--- src/rtl/key_scan_if.sv ---
// Keypad scanner port bundle: row inputs from the matrix, column strobes and key reports out.
// master = scanner, slave = keypad matrix plus the key consumer.
interface key_scan_if;
  logic [3:0] row;
  logic [3:0] col;
  logic [3:0] key_code;
  logic       key_valid;
  logic       key_held;

  modport master (
    input  row,
    output col,
    output key_code,
    output key_valid,
    output key_held
  );

  modport slave (
    output row,
    input  col,
    input  key_code,
    input  key_valid,
    input  key_held
  );
endinterface

--- src/rtl/key_scan.sv ---
// 4x4 matrix keypad scanner: one-hot column strobes, whole-keypad frame debounce,
// and a single report per press (key_code + one-cycle key_valid).
module key_scan #(
  parameter int SCAN_DIV     = 200000,
  parameter int DEBOUNCE_CNT = 4
) (
  input logic        clk,
  input logic        reset,
  key_scan_if.master kp
);

  localparam int DIV_W = (SCAN_DIV > 1) ? $clog2(SCAN_DIV) : 1;
  localparam int CNT_W = $clog2(DEBOUNCE_CNT + 1);
  localparam logic [DIV_W-1:0] DIV_LAST = DIV_W'(SCAN_DIV - 1);
  localparam logic [CNT_W-1:0] CNT_FULL = CNT_W'(DEBOUNCE_CNT);

  typedef enum logic [1:0] {
    IDLE,
    HELD,
    BLOCKED
  } state_t;

  logic [DIV_W-1:0] div;
  logic             tick;
  logic [3:0]       col;
  logic [1:0]       col_idx;
  logic [3:0]       row_meta;
  logic [3:0]       row_s;
  logic [15:0]      work_frame;
  logic [15:0]      sample_frame;
  logic [15:0]      last_frame;
  logic [CNT_W-1:0] stable_cnt;
  logic             frame_close;
  logic             frame_same;
  logic             frame_zero;
  logic             one_key;
  logic             multi_key;
  logic             accept;
  logic [3:0]       key_index;
  state_t           state;
  logic [3:0]       key_code;
  logic             key_valid;
  logic             key_held;

  assign tick = (div == DIV_LAST);

  always_ff @(posedge clk or posedge reset) begin
    if (reset) begin
      div <= '0;
    end else if (tick) begin
      div <= '0;
    end else begin
      div <= div + DIV_W'(1);
    end
  end

  always_ff @(posedge clk or posedge reset) begin
    if (reset) begin
      col     <= 4'b0001;
      col_idx <= 2'd0;
    end else if (tick) begin
      col     <= {col[2:0], col[3]};
      col_idx <= col_idx + 2'd1;
    end
  end

  // Rows are asynchronous to clk; two flops before any use.
  always_ff @(posedge clk or posedge reset) begin
    if (reset) begin
      row_meta <= '0;
      row_s    <= '0;
    end else begin
      row_meta <= kp.row;
      row_s    <= row_meta;
    end
  end

  // Working frame with the current column's slice replaced by this tick's sample,
  // so the column-3 sample is part of the frame compared on the closing tick.
  always_comb begin
    sample_frame = work_frame;
    for (int r = 0; r < 4; r++) begin
      sample_frame[4*r + int'(col_idx)] = row_s[r];
    end
  end

  always_ff @(posedge clk or posedge reset) begin
    if (reset) begin
      work_frame <= '0;
    end else if (tick) begin
      work_frame <= sample_frame;
    end
  end

  assign frame_close = tick && (col_idx == 2'd3);
  assign frame_same  = (sample_frame == last_frame);
  assign frame_zero  = (sample_frame == 16'd0);
  assign one_key     = !frame_zero && ((sample_frame & (sample_frame - 16'd1)) == 16'd0);
  assign multi_key   = !frame_zero && !one_key;

  always_ff @(posedge clk or posedge reset) begin
    if (reset) begin
      last_frame <= '0;
      stable_cnt <= '0;
    end else if (frame_close) begin
      if (frame_same) begin
        if (stable_cnt != CNT_FULL) begin
          stable_cnt <= stable_cnt + CNT_W'(1);
        end
      end else begin
        last_frame <= sample_frame;
        stable_cnt <= CNT_W'(1);
      end
    end
  end

  // Accepted when the post-update count is at the threshold.
  assign accept = frame_close &&
                  (frame_same ? (stable_cnt >= (CNT_FULL - CNT_W'(1))) : (DEBOUNCE_CNT == 1));

  always_comb begin
    key_index = 4'd0;
    for (int i = 0; i < 16; i++) begin
      if (sample_frame[i]) begin
        key_index = 4'(i);
      end
    end
  end

  // Press FSM with registered report outputs; a press must fully release before the next report.
  always_ff @(posedge clk or posedge reset) begin
    if (reset) begin
      state     <= IDLE;
      key_code  <= 4'd0;
      key_valid <= 1'b0;
      key_held  <= 1'b0;
    end else begin
      key_valid <= 1'b0;
      if (accept) begin
        case (state)
          IDLE: begin
            if (one_key) begin
              key_code  <= key_index;
              key_valid <= 1'b1;
              key_held  <= 1'b1;
              state     <= HELD;
            end else if (multi_key) begin
              state <= BLOCKED;
            end
          end
          HELD: begin
            if (frame_zero) begin
              key_held <= 1'b0;
              state    <= IDLE;
            end
          end
          BLOCKED: begin
            if (frame_zero) begin
              state <= IDLE;
            end
          end
          default: begin
            key_held <= 1'b0;
            state    <= IDLE;
          end
        endcase
      end
    end
  end

  assign kp.col       = col;
  assign kp.key_code  = key_code;
  assign kp.key_valid = key_valid;
  assign kp.key_held  = key_held;

endmodule

--- src/flat_wrapper.sv ---
// flat-port wrapper written by rule: the top's interface ports become plain ports
module key_scan_flat 
#(
  parameter int SCAN_DIV     = 200000,
  parameter int DEBOUNCE_CNT = 4
)
  (clk, reset, kp_row, kp_col, kp_key_code, kp_key_valid, kp_key_held);
  key_scan_if kp_i ();
  input logic clk;
  input logic reset;
  input wire logic [$bits(kp_i.row)-1:0] kp_row;
  output wire logic [$bits(kp_i.col)-1:0] kp_col;
  output wire logic [$bits(kp_i.key_code)-1:0] kp_key_code;
  output wire logic [$bits(kp_i.key_valid)-1:0] kp_key_valid;
  output wire logic [$bits(kp_i.key_held)-1:0] kp_key_held;
  assign kp_i.row = kp_row;
  assign kp_col = kp_i.col;
  assign kp_key_code = kp_i.key_code;
  assign kp_key_valid = kp_i.key_valid;
  assign kp_key_held = kp_i.key_held;
  key_scan #(.SCAN_DIV(SCAN_DIV), .DEBOUNCE_CNT(DEBOUNCE_CNT)) u_core (.clk(clk), .reset(reset), .kp(kp_i));
endmodule
--- config.mk ---
export PLATFORM = sky130hd
export DESIGN_NAME = key_scan_flat
export DESIGN_NICKNAME = d
export VERILOG_FILES = /design/src/rtl/key_scan_if.sv /design/src/rtl/key_scan.sv /design/src/flat_wrapper.sv
export SDC_FILE = /design/constraint.sdc
export NUM_CORES = 1
export LEC_CHECK = 0
export ABC_AREA = 1
export CAP_MARGIN = 20
export CORE_UTILIZATION = 40
export DETAILED_ROUTE_END_ITERATION = 16
export MAX_ROUTING_LAYER = met4
export PLACE_DENSITY = 0.67
export SLEW_MARGIN = 20
export SYNTH_ARGS = -nofsm -noshare
export SYNTH_HDL_FRONTEND = slang
export SYNTH_SLANG_ARGS = --single-unit
--- constraint.sdc ---
create_clock -name clk -period 7.2 [get_ports clk]
set_clock_uncertainty 0.2 [all_clocks]
set_input_delay 1.44 -clock clk [delete_from_list [all_inputs] [get_ports clk]]
set_output_delay 1.44 -clock clk [all_outputs]
set_load 0.02 [all_outputs]
==> metrics.md, run 1 <==
| Metric | Value |
|---|---|
| Outcome | finished, final reports clean |
| Worst setup SP type | register |
| Most instantiated cells after synthesis | 216 x nand2_1, 77 x inv_1, 76 x nor2_1, 74 x dfrtp_1, 28 x a21oi_1 |
| FF-to-FF setup slack | 4010 ps |
| Clock sink count | 75 |
| Initial antenna violation count | 0 |
| Layout Nets | 676 |
| Setup Buffers After CTS | 0 |
| Power per cell area | 178 nW/um^2 |
| Most frequent cell after synthesis | nand2_1 |
| Layout overhead on the synthesized area | 12.7% |
| Worst hold slack | 146 ps |
| IO Pins | 16 |
| Post-synth top flop | dfrtp_1 |
| Syn nets | 659 |
| Starting DRT DRC Count | 236 |
| Max Slew Vio Count | 0 |
| Fin. Hold Viols | 0 |
| Die span in y | 109 um |
| GRT Overall Usage | 19.1% |
| Residual DRC | 0 |
| Switch Pwr | 200 uW |
| Post-CTS Resized | 0 |
| # hold bufs at CTS | 0 |
| HPWL after detailed placement | 7430 um |
| Top post-synthesis cells by area | dfrtp_1 40%, nand2_1 18%, inv_1 6.3% |
| Routing usage on met3 | 3.29% |
| Fraction of power spent switching nets | 21.7% |
| Slowest-stage cell, CP | nand2_1 |
| Antenna Nets Post-Route | 0 |
| Cells after Synth | 642 |
| Flop pwr share | 46.2% |
| Max Cap Viol | 0 |
| Worst EP required | 7180 ps |
| Worst setup path end | u_core.last_frame[10]$_DFFE_PP0P_ |
| Antenna Cells | 0 |
| Final min period | 3190 ps |
| Clock Power Share | 49.4% |
| Post-synthesis cell type count | 41 |
| Final Cycle Share | 44.3% |
| Setup crit end kind | register |
| CP Max Fanout | 32 |
| CTS tree | built |
| Clock buffer depth | 2 |
| Starting Density | 41.6% |
| Routability cong. | 0.820 |
| Area of the core | 11000 sq um |
| Clk root buf | clkbuf_16 |
| Number of cells on the worst reg-to-reg path | 13 |
| Layout cell share with drive strength beyond 1 | 12.8% |
| Total wire length | 9980 um |
| Logic gate share of total power | 4.4% |
| Clock Pin Slew Worst Setup and Hold Paths | 60 ps |
| Yosys warns | 0 |
| Via/cell ratio | 4.94 |
| Largest net degree at the start of global routing | 76 |
| Most used routing layer | met2 |
| CTS H-tree lvls | 3 |
| Die area | 11900 sq um |
| Die Wd | 109 um |
| Worst flop-to-flop path startpoint | u_core.col_idx[0]$_DFFE_PP0N_ |
| Layout Utilization | 46.9% |
| Max stage delay on crit path | 680 ps |
| VDD IR-drop max | 0.000106 V |
| Worst-skew pair later-pin latency | 340 ps |
| Setup Viol. Count Final | 0 |
| Cell row count | 38 |
| Mean Syn Cell Area | 7.15 sq um |
| Lkg Pwr | 0.00266 uW |
| Hold WC Path Type | register to register |
| GRT Residual Overflow | 0 |
| CP arrival | 3170 ps |
| Drt pass-1 iters | 5 |
| Post-synthesis sequential area ratio | 40.9% |
| CP startpoint | u_core.col_idx[0]$_DFFE_PP0N_ |
| WL/cell | 12.4 um |
| Worst slew margin | 35.0% |
| Vias | 3968 |
| Critical R2R Capture | u_core.last_frame[10]$_DFFE_PP0P_ |
| Global-route wire length before repair | 16900 um |
| P_int | 722 uW |
| Async SR Flop Fraction | 100% |
| Design Power | 922 uW |
| Met1 Resource Use GR | 24.3% |
| Unrepaired setup endpoints after global routing | no |
| Area share of the largest cell type after synthesis | 40.3% |
| Sum Neg Setup Slack | 0 ps |
| WS Path Type | register to register |
| Yosys reg bits | 75 |
| Max Freq | 0.314 GHz |
| Crit path cell chain | inv_1, ha_1, inv_2, nand2_1, nand2_2, nand2_1, nand2_1, nor2_1, nand2_1, nor2_4, nand2_1, nand2_1, o21ai_0 |
| Worst Max-Slew Pin Slew | 974 ps |
| Cts bufs inserted | 9 |
| IO buf count | 15 |
| Number of global-route vias before repair | 3723 |
| Post-synthesis cell area | 4590 sq um |
| Leading area contributor after synthesis | dfrtp_1 |
| Met2 GRT Util | 30.4% |
| EDFF count, synth | 0 |
| Crit-path most repeated cell | nand2_1 |
[critical path, delay by kind of cell, from the launching register on]
kind	cells	cell delay, ps
flops	1	390
fa+ha+maj	1	480
compound gates	1	170
simple gates	9	1530
buf+inv	2	250
[logic make-up after synthesis]
logic type | synth area share (%)
adders and majority gates | 3.00
buffers and inverters | 9.16
AOI/OAI and AO/OA | 7.74
xor gates and xnor gates | 0.954
DFF | 40.9
and+or+nand+nor | 38.2
[per-stage QoR]
step / cell area, sq um / cells / worst slack (ps)
2_1_floorplan: 4590 / 642 / 3650
3_3_place_gp: 4850 / 787 / 3790
3_5_place_dp: 4850 / 787 / 3630
4_1_cts: 5160 / 803 / 3600
5_1_grt: 5170 / 804 / 3660
6_report: 5170 / 804 / 4010
[power by group through the flow]
stage	Sequential, uW	Combinational (uW)	Clock, uW
after global routing	426	46.2	484
after global placement	434	40.3	0
after detailed placement	434	41.0	0
after CTS	426	41.3	465
final	426	40.5	456
after floorplan	433	29.3	0
[how the worst min path moves through the flow]
stage | startpoint | to | cells after the start
global route | u_core.row_meta[1]$_DFF_PP0_ | u_core.row_s[1]$_DFF_PP0_ | 0
detailed placement | u_core.row_meta[0]$_DFF_PP0_ | u_core.row_s[0]$_DFF_PP0_ | 0
floorplan | u_core.row_meta[0]$_DFF_PP0_ | u_core.row_s[0]$_DFF_PP0_ | 0
finish | u_core.row_meta[0]$_DFF_PP0_ | u_core.row_s[0]$_DFF_PP0_ | 0
global placement | u_core.row_meta[2]$_DFF_PP0_ | u_core.row_s[2]$_DFF_PP0_ | 0
CTS | u_core.row_meta[0]$_DFF_PP0_ | u_core.row_s[0]$_DFF_PP0_ | 0
[placed cells by master, fill, tap and decap left out, drive strengths merged]
master           n
nand2          240
nor2            92
inv             88
dfrtp           74
o21ai           35
a21oi           29
nand3           25
clkdlybuf4s50   15
clkbuf          12
ha              11
nand4            8
nor3             7
clkinv           6
xor2             5
nor4             4
nor3b            2
nand3b           2
buf              2
or2              1
a31oi            1
o211ai           1
o21a             1
o22ai            1
bufinv           1
dfstp            1
[area by class of cell]
class / count / area (sq um)
Sequential cell: 75 / 1880
Fill cell: 1103 / 5860
Tap cell: 140 / 175
Timing Repair Buffer: 17 / 173
Clock inverter: 4 / 48.8
Multi-Input combinational cell: 465 / 2290
Inverter: 91 / 350
Clock buffer: 12 / 256
[state kept, by name (all words and copies together) (netlist names)]
signal               count
u_core.last_frame       16
u_core.div              18
u_core.col_idx           2
u_core.row_s             4
u_core.kp.key_held       1
u_core.work_frame       16
u_core.stable_cnt        3
u_core.kp.col            4
u_core.kp.key_code       4
u_core.state             2
u_core.row_meta          4
u_core.kp.key_valid      1
[routing by layer]
metal | wire length [um] | share of wire, %
met1 | 4720 | 47
met2 | 4640 | 47
met3 | 430 | 4.3
met4 | 183 | 1.8
met5 | 0 | 0
Power figures use the tool's default switching activity.
==> run 2: changes to the inputs <==
==> constraint.sdc (replaced) <==
create_clock -name clk -period 3.1 [get_ports clk]
set_clock_uncertainty 0.2 [all_clocks]
set_input_delay 0.62 -clock clk [delete_from_list [all_inputs] [get_ports clk]]
set_output_delay 0.62 -clock clk [all_outputs]
set_load 0.02 [all_outputs]
==> run 2 against run 1 <==
Effect of this change:
- die area is the same
- count of clock-buffer cells in the layout down 1
- non-clock buffer count up 1
- register-to-register slack lost 3600 ps
- sequential share of layout area fell by 0.35 points
- cell count rose by 0.12%
- first-iteration DRC count is 28% higher
- highest routed layer unchanged
- critical path depth is 2 higher
- final area increased by 0.97%
==> metrics.md, run 2 (synthesized netlist as in run 1, its figures left out) <==
| Metric | Value |
|---|---|
| GRT Overall Usage | 20.6% (was 19.1%) |
| Initial antenna violation count | 0 (unchanged) |
| Residual DRC | 0 (unchanged) |
| Max Slew Vio Count | 0 (unchanged) |
| Vias | 4037 (was 3968) |
| Worst slew margin | 63.5% (was 35.0%) |
| Dpl ws | 142 ps (was 3630 ps) |
| Number of cells on the worst reg-to-reg path | 15 (was 13) |
| Antenna Nets Post-Route | 0 (unchanged) |
| Die Wd | 109 um (unchanged) |
| Max reg flops | 18 (unchanged) |
| IO buf count | 15 (unchanged) |
| Power per cell area | 421 nW/um^2 (was 178 nW/um^2) |
| Worst flop-to-flop path startpoint | u_core.col_idx[1]$_DFFE_PP0N_ (was u_core.col_idx[0]$_DFFE_PP0N_) |
| Final Cycle Share | 88.2% (was 44.3%) |
| Sum Neg Setup Slack | 0 ps (unchanged) |
| Fin. Hold Viols | 0 (unchanged) |
| Worst Max-Slew Pin Slew | 546 ps (was 974 ps) |
| VDD IR-drop max | 0.000236 V (was 0.000106 V) |
| Worst setup SP type | register (unchanged) |
| Filler cells | 1112 (was 1103) |
| Outcome | finished, final reports clean (unchanged) |
| Cell Count, Final, Fillers Out | 805 (was 804) |
| Design Power | 2200 uW (was 922 uW) |
| Starting DRT DRC Count | 303 (was 236) |
| Hold Path Sink | u_core.row_s[1]$_DFF_PP0_ (was u_core.row_s[0]$_DFF_PP0_) |
| Crit path cell chain | inv_1, ha_2, inv_4, nand2_4, nand2_4, nor2_8, nand3_4, o21ai_1, o21ai_0, nor2_1, nand4_1, nor2_1, nand2_1, nand2_1, nand2_1 (was inv_1, ha_1, inv_2, nand2_1, nand2_2, nand2_1, nand2_1, nor2_1, nand2_1, nor2_4, nand2_1, nand2_1, o21ai_0) |
| Starting Density | 41.6% (unchanged) |
| Hold path cells | 0 (unchanged) |
| GRT Residual Overflow | 0 (unchanged) |
| Final min period | 2730 ps (was 3190 ps) |
| Total wire length | 10700 um (was 9980 um) |
| Clock buffer depth | 2 (unchanged) |
| Metal1 wirelength | 5100 um (was 4720 um) |
| CTS tree | built (unchanged) |
| Cts bufs inserted | 9 (unchanged) |
| Max stage delay on crit path | 400 ps (was 680 ps) |
| Area of the core | 11000 sq um (unchanged) |
| Final WS setup | 367 ps (was 4010 ps) |
| Die span in y | 109 um (unchanged) |
| Max Cap Viol | 0 (unchanged) |
| Most common cell after layout, fill and taps aside | nand2_1 (unchanged) |
| Lkg Pwr | 0.00266 uW (about the same) |
| Worst Min Path Start | u_core.row_meta[1]$_DFF_PP0_ (was u_core.row_meta[0]$_DFF_PP0_) |
| Via/cell ratio | 5.01 (was 4.94) |
| Worst-skew pair later-pin latency | 340 ps (about the same) |
| Layout Nets | 677 (was 676) |
| Critical R2R Capture | u_core.kp.key_code[1]$_DFFE_PP0P_ (was u_core.last_frame[10]$_DFFE_PP0P_) |
| Post-Place Cells | 789 (was 787) |
| Routability cong. | 0.894 (was 0.820) |
| Clock sink count | 75 (unchanged) |
| Clk root buf | clkbuf_16 (unchanged) |
| IO Pins | 16 (unchanged) |
| DR top layer | met4 (unchanged) |
| Global-route wire length before repair | 18200 um (was 16900 um) |
| WL/cell | 13.2 um (was 12.4 um) |
| CP bufs+invs | 2 (unchanged) |
| Cell row count | 38 (unchanged) |
| Hold WC Path Type | register to register (unchanged) |
| CP arrival | 2760 ps (was 3170 ps) |
| Layout cell share with drive strength beyond 1 | 13.4% (was 12.8%) |
| Setup Viol. Count Final | 0 (unchanged) |
| Max Freq | 0.366 GHz (was 0.314 GHz) |
| Drt pass-1 iters | 5 (unchanged) |
| Top reg by flops | u_core.div (unchanged) |
| # hold bufs at CTS | 0 (unchanged) |
| WL met3 | 418 um (was 430 um) |
| Setup crit end kind | register (unchanged) |
| Delay-heaviest family, CP | simple AND/OR/NAND/NOR gates (unchanged) |
| Worst EP required | 3130 ps (was 7180 ps) |
| Slowest-stage cell, CP | dfrtp_1 (was nand2_1) |
| Top flop regs | u_core.div: 18 flops, u_core.last_frame: 16 flops, u_core.work_frame: 16 flops (unchanged) |
| HPWL after detailed placement | 7870 um (was 7430 um) |
| Unrepaired setup endpoints after global routing | no (unchanged) |
| WS Path Type | register to register (unchanged) |
| Clock Pin Slew Worst Setup and Hold Paths | 60 ps (about the same) |
| Crit-path most repeated cell | nand2_1 (unchanged) |
| Largest net degree at the start of global routing | 50 (was 76) |
| Layout overhead on the synthesized area | 13.8% (was 12.7%) |
| Wire length on met2 | 4980 um (was 4640 um) |
| Number of global-route vias before repair | 3761 (was 3723) |
| FF-to-FF setup slack | 370 ps (was 4010 ps) |
| Antenna Cells | 0 (unchanged) |
| Die area | 11900 sq um (unchanged) |
| CTS H-tree lvls | 3 (unchanged) |
| Most frequent cells in the layout | 216 x nand2_1, 76 x inv_1, 76 x nor2_1, 74 x dfrtp_1, 28 x a21oi_1 (unchanged) |
| Worst hold slack | 148 ps (was 146 ps) |
| CP Max Fanout | 8 (was 32) |
==> run 2: changes by cell type in the layout (fill, tap and decap cells not counted), moves of 2 or more <==
cell and delta:
clkbuf_8 -2, ha_1 -4, ha_2 +3, buf_12 +2
==> run 2: where the power goes <==
part,switching [uW],internal (uW),leakage [uW]
Combinational,68.7,29.2,0.00150
Clock,411,703,0.000150
Sequential,5.97,984,0.00101
Total,485,1720,0.00266
==> run 2: worst max path at each step <==
stage / from / endpoint / cells after the start
after global routing: u_core.col_idx[0]$_DFFE_PP0N_ / u_core.kp.key_code[1]$_DFFE_PP0P_ / 15
after CTS: u_core.col_idx[0]$_DFFE_PP0N_ / u_core.kp.key_code[1]$_DFFE_PP0P_ / 15
after detailed placement: u_core.col_idx[0]$_DFFE_PP0N_ / u_core.kp.key_code[1]$_DFFE_PP0P_ / 15
after global placement: u_core.col_idx[0]$_DFFE_PP0N_ / u_core.kp.key_code[1]$_DFFE_PP0P_ / 15
final: u_core.col_idx[1]$_DFFE_PP0N_ / u_core.kp.key_code[1]$_DFFE_PP0P_ / 15
after floorplan: reset / u_core.col_idx[0]$_DFFE_PP0N_ / 1
==> run 2: layout make-up <==
type | count | area (sq um) | area share (%)
clock buffer | 11 | 233 | 4.46
timing repair buffer | 18 | 198 | 3.78
inverter | 91 | 350 | 6.71
tap | 140 | 175 | 3.35
multi-input combinational | 465 | 2310 | 44.3
clock inverter | 5 | 77.6 | 1.49
sequential | 75 | 1880 | 36.0
==> run 2: what timing repair did <==
| item | CTS | global route |
|---|---|---|
| setup endpoints to repair | 0 | 18 |
| resized for setup | 0 | 5 |
| endpoints found under the hold margin | 0 | 0 |
| buffers inserted | 0 | 0 |
==> run 2: per-stage QoR <==
stage / area, sq um / util, %
2_1_floorplan: 4590 / -
6_report: 5220 / 47.4
4_1_cts: 5200 / 47.2
5_1_grt: 5220 / 47.4
3_3_place_gp: 4890 / 44.4
3_5_place_dp: 4890 / 44.4
==> run 2: worst reg2reg max path, delay by kind of cell, from the launching register on <==
kind,cells,cell delay [ps]
fa+ha+maj,1,340
flops,1,400
compound gates,2,410
simple gates,10,1040
buf+inv,2,230
==> run 2: metal layers <==
layer	GRT usage, %	vias to the layer above
met5	-	-
met4	7.14	0
met3	3.29	16
met2	31.8	84
met1	27.4	1912
li1	-	2025
